===== src/rtl/led_pattern_sequencer.sv =====
// LED pattern sequencer: rotate-left/right, bounce or hold, advanced once per `period` enabled cycles.
// Pattern and step update on the tick edge; optional PWM output gating under LED_SEQ_PWM_EN.
module led_pattern_sequencer #(
    parameter int                      COUNT_WIDTH   = 32,
    parameter int                      OUTPUT_WIDTH  = 4,
    parameter logic [OUTPUT_WIDTH-1:0] RESET_PATTERN = 4'b0011,
    parameter int                      PWM_WIDTH     = 8
) (
    input  logic                    clk,
    input  logic                    rst_n,
    input  logic                    enable,
    input  logic [1:0]              mode,
    input  logic [COUNT_WIDTH-1:0]  period,
    input  logic                    load,
    input  logic [OUTPUT_WIDTH-1:0] load_pattern,
    input  logic [PWM_WIDTH-1:0]    duty,
    output logic [OUTPUT_WIDTH-1:0] pattern,
    output logic [OUTPUT_WIDTH-1:0] out,
    output logic                    step,
    output logic                    dir
);

    typedef enum logic [1:0] {
        MODE_ROT_L  = 2'b00,
        MODE_ROT_R  = 2'b01,
        MODE_BOUNCE = 2'b10,
        MODE_HOLD   = 2'b11
    } mode_t;

    typedef enum logic {
        DIR_LEFT  = 1'b0,
        DIR_RIGHT = 1'b1
    } dir_t;

    logic [COUNT_WIDTH-1:0]  cnt_q, cnt_d;
    logic [COUNT_WIDTH-1:0]  limit;
    logic [OUTPUT_WIDTH-1:0] pattern_q, pattern_d;
    logic [OUTPUT_WIDTH-1:0] rot_l, rot_r;
    dir_t                    dir_q, dir_d;
    logic                    step_q, step_d;
    logic                    tick;

    // period 0 behaves like 1; >= lets a lowered period fire on the next enabled cycle
    assign limit = (period == '0) ? '0 : period - 1'b1;
    assign tick  = enable && (cnt_q >= limit);
    assign rot_l = {pattern_q[OUTPUT_WIDTH-2:0], pattern_q[OUTPUT_WIDTH-1]};
    assign rot_r = {pattern_q[0], pattern_q[OUTPUT_WIDTH-1:1]};

    always_comb begin
        cnt_d     = cnt_q;
        pattern_d = pattern_q;
        dir_d     = dir_q;
        step_d    = 1'b0;
        if (load) begin
            pattern_d = load_pattern;
            cnt_d     = '0;
            dir_d     = DIR_LEFT;
        end else if (enable) begin
            if (tick) begin
                cnt_d  = '0;
                step_d = 1'b1;
                case (mode)
                    MODE_ROT_L:  pattern_d = rot_l;
                    MODE_ROT_R:  pattern_d = rot_r;
                    MODE_BOUNCE: begin
                        if (dir_q == DIR_LEFT) begin
                            if (pattern_q[OUTPUT_WIDTH-1]) begin
                                dir_d     = DIR_RIGHT;
                                pattern_d = rot_r;
                            end else begin
                                pattern_d = rot_l;
                            end
                        end else begin
                            if (pattern_q[0]) begin
                                dir_d     = DIR_LEFT;
                                pattern_d = rot_l;
                            end else begin
                                pattern_d = rot_r;
                            end
                        end
                    end
                    default: pattern_d = pattern_q;
                endcase
            end else begin
                cnt_d = cnt_q + 1'b1;
            end
        end
    end

    always_ff @(posedge clk) begin
        if (!rst_n) begin
            cnt_q     <= '0;
            pattern_q <= RESET_PATTERN;
            dir_q     <= DIR_LEFT;
            step_q    <= 1'b0;
        end else begin
            cnt_q     <= cnt_d;
            pattern_q <= pattern_d;
            dir_q     <= dir_d;
            step_q    <= step_d;
        end
    end

    assign pattern = pattern_q;
    assign step    = step_q;
    assign dir     = dir_q;

`ifdef LED_SEQ_PWM_EN
    logic [PWM_WIDTH-1:0]    pwm_cnt;
    logic [OUTPUT_WIDTH-1:0] out_q;

    // out lags pattern by one cycle because the gate is registered
    always_ff @(posedge clk) begin
        if (!rst_n) begin
            pwm_cnt <= '0;
            out_q   <= '0;
        end else begin
            pwm_cnt <= pwm_cnt + 1'b1;
            out_q   <= pattern_q & {OUTPUT_WIDTH{(pwm_cnt < duty)}};
        end
    end

    assign out = out_q;
`else
    logic unused_duty;

    assign unused_duty = ^duty;
    assign out         = pattern_q;
`endif

endmodule


===== config.mk =====
export PLATFORM = sky130hd
export DESIGN_NAME = led_pattern_sequencer
export DESIGN_NICKNAME = d
export VERILOG_FILES = /design/src/rtl/led_pattern_sequencer.sv
export SDC_FILE = /design/constraint.sdc
export NUM_CORES = 1
export LEC_CHECK = 0
export ABC_CLOCK_PERIOD_IN_PS = 4100
export CAP_MARGIN = 10
export CORE_MARGIN = 3
export CORE_UTILIZATION = 40
export CTS_BUF_LIST = sky130_fd_sc_hd__clkbuf_8 sky130_fd_sc_hd__clkbuf_16
export DETAILED_ROUTE_END_ITERATION = 6
export DONT_BUFFER_PORTS = 1
export SYNTH_ARGS = -nofsm -noshare
export SYNTH_HDL_FRONTEND = slang
export SYNTH_SLANG_ARGS = --single-unit

===== constraint.sdc =====
create_clock -name clk -period 4.1 [get_ports clk]
set_clock_uncertainty 0.05 [all_clocks]
set_input_delay 0.82 -clock clk [delete_from_list [all_inputs] [get_ports clk]]
set_output_delay 0.82 -clock clk [all_outputs]
set_load 0.02 [all_outputs]

==> flow_metrics.py <==
metrics = {
    "outcome": {
        "status": "complete, but fails checks",
        "violations": "setup timing",
    },
    "logic_synthesis": {
        "synth_cell_type_count": 57,
        "syn_inst": 438,
        "ys_async_sr_fraction_pct": 0,
        "synthFlopType": "dfxtp_1",
        "ys_warn_count": 0,
        "syn_nets": 526,
        "seq_area_frac_synth_pct": 22.4,
        "netlist_area_um2": 3400,
        "synth_enable_flop_cells": 0,
        "synth_seq_cells": 38,
        "syn_avg_cell_area_um2": 7.76,
    },
    "cells_and_area": {
        "fillerInstances": 775,
        "nets": 558,
        "multiInputGateArea_um2": 2900,
        "final_layout_size_suffix_gt1_share_pct": 25.3,
        "regArea_um2": 761,
        "area_growth_pct": 26.1,
        "antenna_cells": 0,
        "fin_area_um2": 4280,
    },
    "min_path": {
        "hp-class": "flop to flop",
        "min_path_cells": 2,
        "holdPathEnd": "cnt_q[31]",
        "hp-start": "cnt_q[31]",
    },
    "setup_path": {
        "r2r_setup_slack_ns": 1.62,
        "cp-end-kind": "flop",
        "worst-path-max-fanout": 6,
        "crit_slowest_cell": "or4_4",
        "critical_path.most_common_cell": "buf_4",
        "critPathMaxStageDelay_ns": 0.46,
        "timing.rr.end": "cnt_q[30]",
        "cp.required_ns": 4.23,
        "cp_cell_sequence": "or3_4, or3_4, nor3_4, nand2_2, or4_4, nor3_4, a21oi_2, ha_4, nand4_1, buf_4, nor4_4, buf_4, and2_4, a22oi_2, buf_4, o31ai_2, o21ai_1",
        "path_class": "primary input to flop",
        "reg2reg_depth": 10,
        "start_kind": "primary input",
        "rr_startpoint": "cnt_q[2]",
        "crit_start": "period[9]",
        "cp.arrival_ns": 4.24,
    },
    "global_route": {
        "grt_max_degree": 17,
        "antenna_found_initial": 0,
        "grt_pass1_vias": 3158,
        "grt_util_all_layers_pct": 17.8,
        "grt_overflow": 0,
        "grt_pass1_wl_um": 14500,
    },
    "floorplanning": {
        "num_rows": 32,
        "coreArea_um2": 7970,
        "design.die.area_um2": 9630,
        "fp.dieW_um": 98.2,
        "die_y_um": 98.2,
        "io_pins": 60,
        "initial_core_util_pct": 42.6,
    },
    "timing": {
        "finalHoldViolations": 0,
        "rsz0062_at_grt": "yes",
        "setup_tns_ns": -0.0921,
        "holdWs_ns": 0.487,
        "relSlewSlack_pct": 53.7,
        "worstMarginPinSlew_ns": 0.694,
        "fmax_mhz": 243,
        "setup_ws_ns": -0.0138,
        "slew_violations": 0,
        "setup_viol": 13,
        "period_share_pct": 100,
        "final.min_clock_period_ns": 4.11,
    },
    "power": {
        "finalPower_uw": 839,
        "peakVddDrop_uv": 160,
        "power.leakage_uw": 0.00165,
        "powerDensity_nw_per_um2": 196,
    },
    "drt": {
        "drt_wl_total_um": 8930,
        "ant_nets": 0,
        "drtIter0Drc": 92,
        "dr.pass1.iters": 4,
        "drc": 0,
        "vias": 3196,
        "wire_per_inst_um": 15.6,
        "viasPerCell": 5.59,
    },
    "place": {
        "dpl_worst_slack_ns": -0.414,
        "io_buffers": 0,
        "post-dp-hpwl_um": 6780,
        "place_area_um2": 3740,
        "place.gp.congestion": 0.853,
    },
    "cts": {
        "root_buffer": "clkbuf_8",
        "clkTransAtPathRegs_ns": 0.08,
        "clk_latency_ns": 0.29,
        "clkSinkCount": 38,
        "cts_buffer_depth": 2,
        "tritoncts": "yes",
        "cts_buffers": 5,
        "h-tree-depth": 2,
    },
    "job": {
        "maxCapViolations": 0,
    },
}
-- cells in the final DEF, fill, tap and decap left out, types with 11 or more instances in the layout --
cell type	n
a21oi_1	24
buf_4	32
dfxtp_1	38
ha_1	36
nand2_1	54
nand3_1	11
nand4_1	16
nor2_1	25
nor2_4	26
o21ai_0	14
xnor2_1	17
xor2_1	33
-- metrics by stage --
step / utilization (%) / cells
after floorplan: - / 438
after global placement: 46.9 / 560
after detailed placement: 46.9 / 560
after CTS: 48.9 / 569
after global routing: 53.8 / 572
final: 53.8 / 572
-- state kept, by name, indices dropped and copies added, names as in the netlist --
signal and cells:
cnt_q 32, out 4, dir 1, step 1
-- metal layers --
metal	vias up	share of wire [%]	GRT usage, %
met2	53	50	30.3
met1	1500	44	23.1
met3	9	4.5	4.57
li1	1634	-	-
met5	-	0	0
met4	0	1.0	2.94
-- final cells by class --
class                      instances  share of cell area [%]
clock inverter                     1                   0.701
multi-input combinational        378                    67.6
timing repair buffer              38                    8.24
clock buffer                       6                    1.93
tap                              102                    2.98
inverter                           9                   0.789
sequential                        38                    17.8
-- synthesized netlist by cell type, types with 4 or more instances --
master	instances	area (um^2)
a21oi_1	27	135
and3_1	7	43.8
and4_1	4	35.0
buf_4	4	30.0
clkbuf_1	5	18.8
dfxtp_1	38	761
ha_1	38	475
inv_1	9	33.8
nand2_1	57	214
nand3_1	11	55.1
nand4_1	16	100
nor2_1	54	203
nor2_2	5	31.3
nor2b_1	6	37.5
nor3_1	13	65.1
nor4_1	8	50.1
o21ai_0	17	85.1
o31ai_1	5	37.5
or3_1	6	37.5
xnor2_1	18	158
xor2_1	33	289
-- timing repair --
item                                    CTS  global route
pin swaps                                 1            36
cloned                                    0             2
gates resized for setup                   5            81
endpoints found under the setup margin   35            38
hold buffers                              0             0
buffers inserted                          2             2
-- cell families (layout without fill, tap and decap cells) --
group           Yosys count  in the layout  synth area share, %
compound gates           72             72                 13.1
mux                       2              2                0.589
xor+xnor                 51             51                 13.1
buf+inv                  22             54                 3.39
simple gates            215            215                 33.4
fa+ha+maj                38             38                 14.0
flops                    38             38                 22.4
-- report_power, final --
part | switching, uW | internal [uW] | leakage [uW]
Clock | 133 | 195 | 0.0000573
Combinational | 66.0 | 57.4 | 0.00129
Sequential | 15.3 | 372 | 0.000307
-- critical path: cells and delay by family --
family / cells / cell delay [ns]
AND/OR/NAND/NOR: 9 / 2.19
buffers and inverters: 3 / 0.51
AO/OA/AOI/OAI: 4 / 0.44
adder cells (fa/ha/maj): 1 / 0.28
-- worst max-delay path by stage --
stage / to / slack [ns] / cells after the start
after floorplan: out[3] / -0.01 / 15
after global placement: cnt_q[31] / -0.33 / 15
after detailed placement: cnt_q[17] / -0.41 / 17
after CTS: cnt_q[30] / 0.003 / 19
after global routing: out[0] / -0.20 / 17
final: out[0] / -0.01 / 17
(Power assumes the default switching activity.)
